## config.mk

```make
export PLATFORM = sky130hd
export DESIGN_NAME = mem_port_arbiter_flat
export DESIGN_NICKNAME = d
export VERILOG_FILES = /design/src/rtl/mem_port_arbiter_if.sv /design/src/rtl/mem_port_arbiter.sv /design/src/flat_wrapper.sv
export SDC_FILE = /design/constraint.sdc
export NUM_CORES = 1
export LEC_CHECK = 0
export CAP_MARGIN = 20
export CELL_PAD_IN_SITES_DETAIL_PLACEMENT = 1
export CELL_PAD_IN_SITES_GLOBAL_PLACEMENT = 1
export CORE_MARGIN = 2
export CORE_UTILIZATION = 52
export DETAILED_ROUTE_END_ITERATION = 7
export DONT_BUFFER_PORTS = 1
export HOLD_SLACK_MARGIN = 0.02
export PLACE_DENSITY_LB_ADDON = 0.1
export SYNTH_ARGS = -nofsm -noshare
export SYNTH_HDL_FRONTEND = slang
export SYNTH_SLANG_ARGS = --single-unit
```

## constraint.sdc

```tcl
create_clock -name clock -period 3.15 [get_ports clock]
set_input_delay 0.63 -clock clock [delete_from_list [all_inputs] [get_ports clock]]
set_output_delay 0.63 -clock clock [all_outputs]
set_load 0.01 [all_outputs]
```

## src/rtl/mem_port_arbiter_if.sv

```systemverilog
// Bus interfaces for the two-channel memory port arbiter.
// The channel bundle carries the packed Bambu Mout_*/M_* ram signals
// (channel 0 in the low slice, channel 1 in the high slice); the memory
// bundle is the single external memory port.

interface mem_port_arbiter_chan_if #(
  parameter int ADDR_W = 11,
  parameter int DATA_W = 8,
  parameter int SIZE_W = 4
);
  logic [1:0]          Min_oe_ram;
  logic [1:0]          Min_we_ram;
  logic [2*ADDR_W-1:0] Min_addr_ram;
  logic [2*DATA_W-1:0] Min_Wdata_ram;
  logic [2*SIZE_W-1:0] Min_data_ram_size;
  logic [1:0]          M_DataRdy;
  logic [2*DATA_W-1:0] M_Rdata_ram;

  // The accelerator side issues requests and receives completions.
  modport master (
    output Min_oe_ram, Min_we_ram, Min_addr_ram, Min_Wdata_ram, Min_data_ram_size,
    input  M_DataRdy, M_Rdata_ram
  );

  // The arbiter side accepts requests and returns completions.
  modport slave (
    input  Min_oe_ram, Min_we_ram, Min_addr_ram, Min_Wdata_ram, Min_data_ram_size,
    output M_DataRdy, M_Rdata_ram
  );
endinterface

interface mem_port_arbiter_mem_if #(
  parameter int ADDR_W = 11,
  parameter int DATA_W = 8,
  parameter int SIZE_W = 4
);
  logic              mem_oe;
  logic              mem_we;
  logic [ADDR_W-1:0] mem_addr;
  logic [DATA_W-1:0] mem_wdata;
  logic [SIZE_W-1:0] mem_size;
  logic [DATA_W-1:0] mem_rdata;
  logic              mem_drdy;

  // The arbiter drives the memory port.
  modport master (
    output mem_oe, mem_we, mem_addr, mem_wdata, mem_size,
    input  mem_rdata, mem_drdy
  );

  // The memory answers accesses.
  modport slave (
    input  mem_oe, mem_we, mem_addr, mem_wdata, mem_size,
    output mem_rdata, mem_drdy
  );
endinterface

```

## src/rtl/mem_port_arbiter.sv

```systemverilog
// Round-robin arbiter sharing one single-port memory between the two
// master channels of a Bambu-generated accelerator. A granted access is
// held on the memory port until mem_drdy (or a watchdog abort), then a
// one-cycle completion pulse is routed back to the owning channel.
// Sticky flags record protocol violations and watchdog aborts.

module mem_port_arbiter #(
  parameter int ADDR_W  = 11,
  parameter int DATA_W  = 8,
  parameter int SIZE_W  = 4,
  parameter int TIMEOUT = 1024
) (
  input  logic                          clock,
  input  logic                          reset,
  mem_port_arbiter_chan_if.slave        chan,
  mem_port_arbiter_mem_if.master        mem,
  output logic                          proto_err,
  output logic                          timeout_err
);

  localparam int CNT_W = $clog2(TIMEOUT);

  typedef enum logic [1:0] {
    IDLE  = 2'd0,
    ISSUE = 2'd1,
    RESP  = 2'd2
  } state_t;

  state_t              state_q;
  logic                rrPtr_q;
  logic                grant_q;
  logic [CNT_W-1:0]    cnt_q;
  logic                memOe_q;
  logic                memWe_q;
  logic [ADDR_W-1:0]   memAddr_q;
  logic [DATA_W-1:0]   memWdata_q;
  logic [SIZE_W-1:0]   memSize_q;
  logic [1:0]          dataRdy_q;
  logic [2*DATA_W-1:0] rdata_q;
  logic                protoErr_q;
  logic                timeoutErr_q;

  logic [1:0]          validReq;
  logic                bothSet;
  logic                grantId_d;
  logic                selRead_d;
  logic [ADDR_W-1:0]   selAddr_d;
  logic [DATA_W-1:0]   selWdata_d;
  logic [SIZE_W-1:0]   selSize_d;
  logic [DATA_W-1:0]   rspData_d;
  logic                issueDone;

  // Decode requests, choose the channel to grant and select its fields.
  always_comb begin
    validReq   = chan.Min_oe_ram ^ chan.Min_we_ram;
    bothSet    = |(chan.Min_oe_ram & chan.Min_we_ram);
    grantId_d  = 1'b0;
    if (validReq == 2'b11) begin
      grantId_d = rrPtr_q;
    end else if (validReq[1]) begin
      grantId_d = 1'b1;
    end
    selRead_d  = grantId_d ? chan.Min_oe_ram[1] : chan.Min_oe_ram[0];
    selAddr_d  = grantId_d ? chan.Min_addr_ram[2*ADDR_W-1:ADDR_W]
                           : chan.Min_addr_ram[ADDR_W-1:0];
    selWdata_d = grantId_d ? chan.Min_Wdata_ram[2*DATA_W-1:DATA_W]
                           : chan.Min_Wdata_ram[DATA_W-1:0];
    selSize_d  = grantId_d ? chan.Min_data_ram_size[2*SIZE_W-1:SIZE_W]
                           : chan.Min_data_ram_size[SIZE_W-1:0];
    rspData_d  = (mem.mem_drdy && memOe_q) ? mem.mem_rdata : '0;
    issueDone  = mem.mem_drdy || (cnt_q == CNT_W'(TIMEOUT - 1));
  end

  // Arbitration FSM; every output is a register cleared asynchronously so
  // the memory enables drop the moment reset is asserted.
  always_ff @(posedge clock or negedge reset) begin
    if (!reset) begin
      state_q      <= IDLE;
      rrPtr_q      <= 1'b0;
      grant_q      <= 1'b0;
      cnt_q        <= '0;
      memOe_q      <= 1'b0;
      memWe_q      <= 1'b0;
      memAddr_q    <= '0;
      memWdata_q   <= '0;
      memSize_q    <= '0;
      dataRdy_q    <= '0;
      rdata_q      <= '0;
      protoErr_q   <= 1'b0;
      timeoutErr_q <= 1'b0;
    end else begin
      if (bothSet) begin
        protoErr_q <= 1'b1;
      end
      dataRdy_q <= '0;
      rdata_q   <= '0;
      case (state_q)
        IDLE: begin
          if (|validReq) begin
            grant_q    <= grantId_d;
            memOe_q    <= selRead_d;
            memWe_q    <= ~selRead_d;
            memAddr_q  <= selAddr_d;
            memWdata_q <= selWdata_d;
            memSize_q  <= selSize_d;
            cnt_q      <= '0;
            state_q    <= ISSUE;
          end
        end
        ISSUE: begin
          cnt_q <= cnt_q + CNT_W'(1);
          if (issueDone) begin
            if (!mem.mem_drdy) begin
              timeoutErr_q <= 1'b1;
            end
            dataRdy_q  <= grant_q ? 2'b10 : 2'b01;
            rdata_q    <= grant_q ? {rspData_d, {DATA_W{1'b0}}}
                                  : {{DATA_W{1'b0}}, rspData_d};
            memOe_q    <= 1'b0;
            memWe_q    <= 1'b0;
            memAddr_q  <= '0;
            memWdata_q <= '0;
            memSize_q  <= '0;
            state_q    <= RESP;
          end
        end
        RESP: begin
          rrPtr_q <= ~grant_q;
          state_q <= IDLE;
        end
        default: begin
          state_q <= IDLE;
        end
      endcase
    end
  end

  assign mem.mem_oe       = memOe_q;
  assign mem.mem_we       = memWe_q;
  assign mem.mem_addr     = memAddr_q;
  assign mem.mem_wdata    = memWdata_q;
  assign mem.mem_size     = memSize_q;
  assign chan.M_DataRdy   = dataRdy_q;
  assign chan.M_Rdata_ram = rdata_q;
  assign proto_err        = protoErr_q;
  assign timeout_err      = timeoutErr_q;

endmodule

```

## src/flat_wrapper.sv

```systemverilog
// flat-port wrapper written by rule: the top's interface ports become plain ports
module mem_port_arbiter_flat 
#(
  parameter int ADDR_W  = 11,
  parameter int DATA_W  = 8,
  parameter int SIZE_W  = 4,
  parameter int TIMEOUT = 1024
)
  (clock, reset, proto_err, timeout_err, chan_Min_oe_ram, chan_Min_we_ram, chan_Min_addr_ram, chan_Min_Wdata_ram, chan_Min_data_ram_size, chan_M_DataRdy, chan_M_Rdata_ram, mem_mem_oe, mem_mem_we, mem_mem_addr, mem_mem_wdata, mem_mem_size, mem_mem_rdata, mem_mem_drdy);
  mem_port_arbiter_chan_if #(.ADDR_W(ADDR_W), .DATA_W(DATA_W), .SIZE_W(SIZE_W)) chan_i ();
  mem_port_arbiter_mem_if #(.ADDR_W(ADDR_W), .DATA_W(DATA_W), .SIZE_W(SIZE_W)) mem_i ();
  input  logic clock;
  input  logic reset;
  output logic proto_err;
  output logic timeout_err;
  input wire logic [$bits(chan_i.Min_oe_ram)-1:0] chan_Min_oe_ram;
  input wire logic [$bits(chan_i.Min_we_ram)-1:0] chan_Min_we_ram;
  input wire logic [$bits(chan_i.Min_addr_ram)-1:0] chan_Min_addr_ram;
  input wire logic [$bits(chan_i.Min_Wdata_ram)-1:0] chan_Min_Wdata_ram;
  input wire logic [$bits(chan_i.Min_data_ram_size)-1:0] chan_Min_data_ram_size;
  output wire logic [$bits(chan_i.M_DataRdy)-1:0] chan_M_DataRdy;
  output wire logic [$bits(chan_i.M_Rdata_ram)-1:0] chan_M_Rdata_ram;
  output wire logic [$bits(mem_i.mem_oe)-1:0] mem_mem_oe;
  output wire logic [$bits(mem_i.mem_we)-1:0] mem_mem_we;
  output wire logic [$bits(mem_i.mem_addr)-1:0] mem_mem_addr;
  output wire logic [$bits(mem_i.mem_wdata)-1:0] mem_mem_wdata;
  output wire logic [$bits(mem_i.mem_size)-1:0] mem_mem_size;
  input wire logic [$bits(mem_i.mem_rdata)-1:0] mem_mem_rdata;
  input wire logic [$bits(mem_i.mem_drdy)-1:0] mem_mem_drdy;
  assign chan_i.Min_oe_ram = chan_Min_oe_ram;
  assign chan_i.Min_we_ram = chan_Min_we_ram;
  assign chan_i.Min_addr_ram = chan_Min_addr_ram;
  assign chan_i.Min_Wdata_ram = chan_Min_Wdata_ram;
  assign chan_i.Min_data_ram_size = chan_Min_data_ram_size;
  assign chan_M_DataRdy = chan_i.M_DataRdy;
  assign chan_M_Rdata_ram = chan_i.M_Rdata_ram;
  assign mem_mem_oe = mem_i.mem_oe;
  assign mem_mem_we = mem_i.mem_we;
  assign mem_mem_addr = mem_i.mem_addr;
  assign mem_mem_wdata = mem_i.mem_wdata;
  assign mem_mem_size = mem_i.mem_size;
  assign mem_i.mem_rdata = mem_mem_rdata;
  assign mem_i.mem_drdy = mem_mem_drdy;
  mem_port_arbiter #(.ADDR_W(ADDR_W), .DATA_W(DATA_W), .SIZE_W(SIZE_W), .TIMEOUT(TIMEOUT)) u_core (.clock(clock), .reset(reset), .chan(chan_i), .mem(mem_i), .proto_err(proto_err), .timeout_err(timeout_err));
endmodule
```

==> results of run 1 <==
==> flip-flops by register name, summed over array words and instances (netlist names) <==
name,flops
u_core.mem.mem_size,4
u_core.mem.mem_addr,11
u_core.rrPtr_q,1
u_core.cnt_q,10
u_core.grant_q,1
u_core.timeout_err,1
u_core.proto_err,1
u_core.chan.M_DataRdy,2
u_core.mem.mem_wdata,8
u_core.state_q,2
u_core.chan.M_Rdata_ram,16
u_core.mem.mem_oe,1
u_core.mem.mem_we,1
==> power by group <==
part / internal, mW / leakage (nW) / switching, mW / total (mW)
registers: 0.959 / 0.775 / 0.290 / 1.25
logic: 0.301 / 0.488 / 0.386 / 0.687
clock network: 0.286 / 0.0779 / 0.320 / 0.606
total: 1.55 / 1.34 / 0.996 / 2.54
==> layer usage <==
metal,vias up,wire length (um),track usage
met1,811,2250,0.244
met5,-,0,0
met2,69,2830,0.339
met4,0,70,0.0927
met3,5,476,0.0972
li1,750,-,-
==> cell usage after synthesis (all sizes together) (3+ instances only) <==
| cell type | n |
|---|---|
| dfrtp | 59 |
| nor2 | 25 |
| mux2i | 24 |
| o2bb2ai | 23 |
| nand2 | 17 |
| buf | 9 |
| inv | 5 |
| nand3 | 4 |
| nand4 | 4 |
| o21ai | 4 |
| xnor2 | 4 |
| xor2 | 4 |
| ha | 3 |
| o31ai | 3 |
==> cells by family after synthesis <==
kind of cell / count (synthesis) / share of synthesized area
adder cells (fa/ha/maj): 3 / 0.0139
XOR/XNOR: 8 / 0.0260
flip-flops: 59 / 0.548
multiplexers: 24 / 0.0892
buffers and inverters: 16 / 0.0334
AO/OA/AOI/OAI: 37 / 0.172
AND/OR/NAND/NOR: 62 / 0.117
==> through the flow <==
step,cells,util,cell area (um^2),hold WS [ns]
finish,288,0.584,2940,0.138
global route,288,0.584,2940,0.147
CTS,288,0.584,2940,0.142
detailed placement,271,0.543,2740,0.336
global placement,271,0.543,2740,0.336
floorplan,209,-,2690,0.334
==> final timing paths <==
| kind | start | cells past startpoint | to |
|---|---|---|---|
| setup / recovery | chan_Min_we_ram[1] | 6 | u_core.mem.mem_we$_DFFE_PN0P_ |
| hold / removal | reset | 1 | u_core.mem.mem_oe$_DFFE_PN0P_ |
| setup reg to reg | u_core.cnt_q[0]$_DFFE_PN0P_ | 6 | u_core.mem.mem_we$_DFFE_PN0P_ |
| hold reg to reg | u_core.cnt_q[0]$_DFFE_PN0P_ | 1 | u_core.cnt_q[0]$_DFFE_PN0P_ |
| max in group asynchronous | reset | 1 | u_core.mem.mem_addr[6]$_DFFE_PN0P_ |
| min in group clock | mem_mem_drdy | 1 | u_core.state_q[0]$_DFFE_PN0P_ |
==> final cells by class <==
class	instances	share of cell area
Sequential cell	59	0.501
Multi-Input combinational cell	134	0.385
Clock buffer	9	0.0421
Tap cell	70	0.0297
Clock inverter	7	0.0178
Timing Repair Buffer	4	0.0170
Inverter	5	0.00637
==> timing repair <==
| action | 4_1_cts | 5_1_grt |
|---|---|---|
| setup endpoints to repair | 0 | 0 |
| hold endpoints to repair | 59 | 0 |
| hold buffers | 1 | 0 |
==> impl_results.md, run 1 <==
- Time the final worst path needs with I/O delays and setup: between 1.5 and 2 ns
- Number of instances resized during post-cts repair: 0
- Top Ports: 106
- Total wire length: around 5600 um
- Leading cell type in the layout, fill and taps excluded: dfrtp_1
- Crit path largest cell delay: 0.43 ns
- Commonest cells after routing, fill and taps aside: dfrtp_1, nor2_1, mux2i_1
- Critical path arrival: around 2.2 ns
- TritonCTS Buffers: 9
- Wire length of the first global-routing pass: ~9200 um
- Critical path class: primary input to register
- Pre-CTS setup slack: ~0.85 ns
- Library cell occupying the most area in the post-synthesis netlist: dfrtp_1
- Post-Route Setup TNS: 0 ns
- Transition time at the pin with the least slew margin: roughly 0.6 ns
- Final nets: approximately 280
- Total area of sequential cells: between 1000 and 1500 um^2
- Slew headroom: 0.598
- PD cells: about 860 nW/um^2
- Clock network latency to the later pin of the worst-skew pair: 0.34 ns
- Master of the slowest instance on the critical path: nor2_1
- Final-report max-slew violation count: 0
- Tot GR Track Use: 0.211
- Post-synthesis instance area: 2690 um^2
- GR Overflow Total: 0
- Total die area: about 5800 um^2
- Number of buffers and inverters on the critical path: 1
- Post-route total power: roughly 2.5 mW
- Number of buffers on the longest clock path: 2
- Cell family contributing the most delay on the critical path: simple AND/OR/NAND/NOR gates
- Synth-to-layout area growth: 9.29%
- Final routed DRC violation total: 0
- Area taken by multi-input logic gates: ~1100 um^2
- Initial cell density of the core: 0.534
- Placeable Area: slightly above 5000 um^2
- Async set-or-reset flop fraction in the synthesized netlist: 1.00
- Setup slack of the most critical reg-to-reg path: 1.34 ns
- LEAKAGE: between 1 and 1.5 nW
- DIE HEIGHT: between 70 and 80 um
- Setup repair after global routing missed its margin: false
- Number of warnings reported in the yosys synthesis log: 0
- Vias in the first global route: 1,774
- Initial antenna violation count: 0
- Post-layout worst setup margin: 1.21 ns
- Die width: 76.0 um
- RePlAce Congestion: 0.721
- Clock tree from TritonCTS: done
- Number of distinct standard cells referenced by the synthesized netlist: 38
- Startpoint type of the worst setup path: primary input
- Biggest area contributors in the synthesized netlist: dfrtp_1, o2bb2ai_2, mux2i_1
- Number of max-cap violations: 0
- Antenna diode count: 0
- Top cell type's share of synthesized area: 0.548
- Layout filler cell count: a little over 500
- Fmax: 515 MHz
- Clock root buffer master: clkbuf_8
- Pin count of the biggest net entering global routing: 60
- Number of sinks handled by clock tree synthesis: just under 60
- Crit end category: register
- Buffers inserted by post-CTS timing repair: 0
- Starting DRT DRC Count: 68
- EDFF count, synth: 0
- Clock-pin slew reported for the worst setup and hold paths after clock tree synthesis: 0.07 ns
- Synthesis-stage register bit count: between 50 and 60
- Result of the run: finished clean
- Sequential cell area fraction in the yosys report: 0.548
- Final hold violations: 0
- Average instance area after synthesis: 12.9 um^2
- Row count: 26
- Number of buffers added on ports: 0
- Final Skew: just over 0.008 ns
- Part of the cycle the worst path needs: 0.617
- Worst-path maximum fanout: 24
- Final-report setup violation count: 0
- HPWL reported at the end of detailed placement: 3960 um
- Vias per std cell: roughly 5.7
- Layout cells sized above 1: 0.225
- Net count after synthesis: 273
- Crit path cell chain: ha_1, nor2_1, nor3_4, a21oi_4, buf_4, a22o_1
- VDD IR-drop max: approximately 0.0004 V
- Remaining antenna violation count after routing: 0
- Drt wl/cell: 19.5 um
- Gate count after technology mapping: 209
- TritonRoute pass-1 iters: 4
- Number of vias in the routed layout: between 1,500 and 2,000
- Min-delay worst type: primary input to asynchronous set/reset pin
- Number of H-tree branching levels: 3
- Prevailing post-synth register cell: dfrtp_1
- Worst path required time: about 3.4 ns
No activity file was read; power rests on OpenSTA's default activity.
==> inputs of run 2 (changes only) <==
--- a/config.mk
+++ b/config.mk
@@ -9,7 +9,7 @@
 export CELL_PAD_IN_SITES_DETAIL_PLACEMENT = 1
 export CELL_PAD_IN_SITES_GLOBAL_PLACEMENT = 1
 export CORE_MARGIN = 2
-export CORE_UTILIZATION = 52
+export CORE_UTILIZATION = 43
 export DETAILED_ROUTE_END_ITERATION = 7
 export DONT_BUFFER_PORTS = 1
 export HOLD_SLACK_MARGIN = 0.02
==> constraint.sdc (replaced) <==
create_clock -name clock -period 1.7 [get_ports clock]
set_input_delay 0.34 -clock clock [delete_from_list [all_inputs] [get_ports clock]]
set_output_delay 0.34 -clock clock [all_outputs]
set_load 0.01 [all_outputs]
==> impl_results.md, run 2 (same netlist as run 1, synthesis figures left out) <==
- Cell Count, Final, Fillers Out: 303 (was 288)
- Layout cells sized above 1: 0.263 (was 0.225)
- Vias per std cell: 5.60 (was 5.68)
- Placeable Area: 5990 um^2 (was 5040 um^2)
- Top Ports: 106 (unchanged)
- Combinational Power Share: 0.291 (was 0.270)
- Net switching power of the design: 1.88 mW (was 0.996 mW)
- Synth-to-layout area growth: 15.3% (was 9.29%)
- Cell Count Post-Placement: 285 (was 271)
- Commonest cells after routing, fill and taps aside: dfrtp_1, nor2_1, mux2i_1 (unchanged)
- RePlAce Congestion: 0.785 (was 0.721)
- Time the final worst path needs with I/O delays and setup: about 1.6 ns
- Setup repair after global routing missed its margin: true (was false)
- HPWL reported at the end of detailed placement: 4090 um (was 3960 um)
- Post-route total power: 5.24 mW (was 2.54 mW)
- Pin count of the biggest net entering global routing: 60 (unchanged)
- Clock network latency to the later pin of the worst-skew pair: 0.33 ns (was 0.34 ns)
- Leading cell type in the layout, fill and taps excluded: dfrtp_1 (unchanged)
- Clock-pin slew reported for the worst setup and hold paths after clock tree synthesis: 0.08 ns (was 0.07 ns)
- DIE HEIGHT: 83.2 um (was 76.0 um)
- Initial antenna violation count: 0 (unchanged)
- Area after DPL: 2850 um^2 (was 2740 um^2)
- Internal portion of total power: 3.37 mW (was 1.55 mW)
- PD cells: 1690 nW/um^2 (was 863 nW/um^2)
- Tot GR Track Use: 0.173 (was 0.211)
- Worst path required time: 1.91 ns (was 3.43 ns)
- Layout filler cell count: 602 (was 505)
- Flip-flop count of the largest register, all copies and words added: 16 (unchanged)
- Number of sinks handled by clock tree synthesis: 59 (unchanged)
- Final hold violations: 59 (was 0)
- Total die area: 6910 um^2 (was 5770 um^2)
- Min-delay worst type: primary input to asynchronous set/reset pin (unchanged)
- LEAKAGE: 1.43 nW (was 1.34 nW)
- Vias in the first global route: 1,861 (was 1,774)
- Number of buffers added on ports: 0 (unchanged)
- Die width: 83.2 um (was 76.0 um)
- Worst hold slack: -0.299 ns (was 0.138 ns)
- Drt wl/cell: 18.7 um (was 19.5 um)
- Proportion of power drawn by the clock network: 0.271 (was 0.238)
- Number of H-tree branching levels: 3 (unchanged)
- Post-route standard cell area excluding fillers: 3110 um^2 (was 2940 um^2)
- Worst-path maximum fanout: 13 (was 24)
- Clock root buffer master: clkbuf_8 (unchanged)
- R2r worst-path depth: 6 (unchanged)
- Wire length of the first global-routing pass: 9520 um (was 9220 um)
- Slew headroom: 0.768 (was 0.598)
- Startpoint type of the worst setup path: register (was primary input)
- Final nets: 287 (was 277)
- GR Overflow Total: 0 (unchanged)
- Total wire length: 5680 um (was 5630 um)
- Result of the run: finished, violations left (was finished clean)
- Part of the cycle the worst path needs: 0.950
- Number of vias in the routed layout: 1,698 (was 1,635)
- Initial cell density of the core: 0.450 (was 0.534)
- Remaining antenna violation count after routing: 0 (unchanged)
- Transition time at the pin with the least slew margin: 0.347 ns (was 0.601 ns)
- Antenna diode count: 0 (unchanged)
- Final routed DRC violation total: 0 (unchanged)
- Final-report setup violation count: 0 (unchanged)
- Row count: 28 (was 26)
- VDD IR-drop max: 0.000642 V (was 0.000399 V)
- Critical path class: register to register (was primary input to register)
- TritonRoute pass-1 iters: 4 (unchanged)
- TritonCTS Buffers: 9 (unchanged)
- Starting DRT DRC Count: 53 (was 68)
- Fmax: 619 MHz
- Number of buffers on the longest clock path: 2 (unchanged)
- Sequential power share: 0.437 (was 0.491)
- Violations in the final reports: hold timing
- Final Skew: 0.0122 ns (was 0.00807 ns)
- Final-report max-slew violation count: 0 (unchanged)
- Crit end category: register (unchanged)
- Number of max-cap violations: 0 (unchanged)
- Critical path arrival: 1.82 ns (was 2.22 ns)
- Sw frac: 0.358 (was 0.392)
- Clock tree from TritonCTS: done (unchanged)
-- run 2: cell types whose count changed in the layout (fill, tap and decap cells not counted), sizes merged --
cell / previous run / this run
buf: 4 / 14
clkinv: 2 / 4
bufinv: 0 / 2
clkinvlp: 4 / 0
-- run 2: timing repair --
item | in CTS | in global routing
gates resized for setup | 0 | 3
hold endpoints to repair | 59 | 59
endpoints found under the setup margin | 0 | 13
buffers inserted | 0 | 2
-- run 2: layout make-up --
class	instances	area, um^2	area share
tap	75	93.8	0.0302
multi-input combinational	134	1150	0.369
inverter	5	18.8	0.00604
timing repair buffer	14	146	0.0471
clock inverter	7	100	0.0322
clock buffer	9	124	0.0399
sequential	59	1480	0.475
-- run 2: layer usage --
metal  share of wire  up-vias  wire length [um]  global-route usage
met3           0.085        7               484              0.0676
met2            0.50       67              2850               0.281
met4           0.015        0                87              0.0760
met1            0.40      855              2250               0.205
li1                -      769                 -                   -
met5               0        -                 0                   0
-- run 2: path summary, 6_finish.rpt --
check                                                      to  slack, ns                   startpoint
min in group clock              u_core.state_q[0]$_DFFE_PN0P_       0.12                 mem_mem_drdy
hold reg to reg            u_core.chan.M_DataRdy[0]$_DFF_PN0_       0.54   u_core.grant_q$_DFFE_PN0P_
setup reg to reg                u_core.mem.mem_oe$_DFFE_PN0P_       0.09  u_core.cnt_q[1]$_DFFE_PN0P_
setup / recovery                u_core.mem.mem_oe$_DFFE_PN0P_       0.09  u_core.cnt_q[1]$_DFFE_PN0P_
max in group asynchronous  u_core.mem.mem_addr[9]$_DFFE_PN0P_       1.88                        reset
hold / removal                  u_core.mem.mem_oe$_DFFE_PN0P_      -0.30                        reset
-- run 2: worst max-delay path: stages (launching register included) --
cell	delay, ns
dfrtp_1	0.41
ha_4	0.16
nand4_1	0.15
o31ai_4	0.34
a21oi_4	0.12
buf_12	0.17
o2bb2ai_1	0.13
-- run 2: per-stage QoR --
stage	TNS, ns	setup slack (ns)	util
6_report	0	0.0856	0.519
5_1_grt	-0.0120	-0.0115	0.519
3_3_place_gp	0	0.0880	0.476
2_1_floorplan	0	0.0508	-
3_5_place_dp	0	0.0466	0.476
4_1_cts	0	0.0228	0.513
-- run 2: power by group through the flow --
stage | Sequential (mW) | Combinational (mW) | Clock [mW]
after floorplan | 2.18 | 1.18 | 0
after global placement | 2.31 | 1.43 | 0
after detailed placement | 2.32 | 1.51 | 0
after CTS | 2.30 | 1.51 | 1.46
after global routing | 2.35 | 1.69 | 1.54
final | 2.29 | 1.53 | 1.42
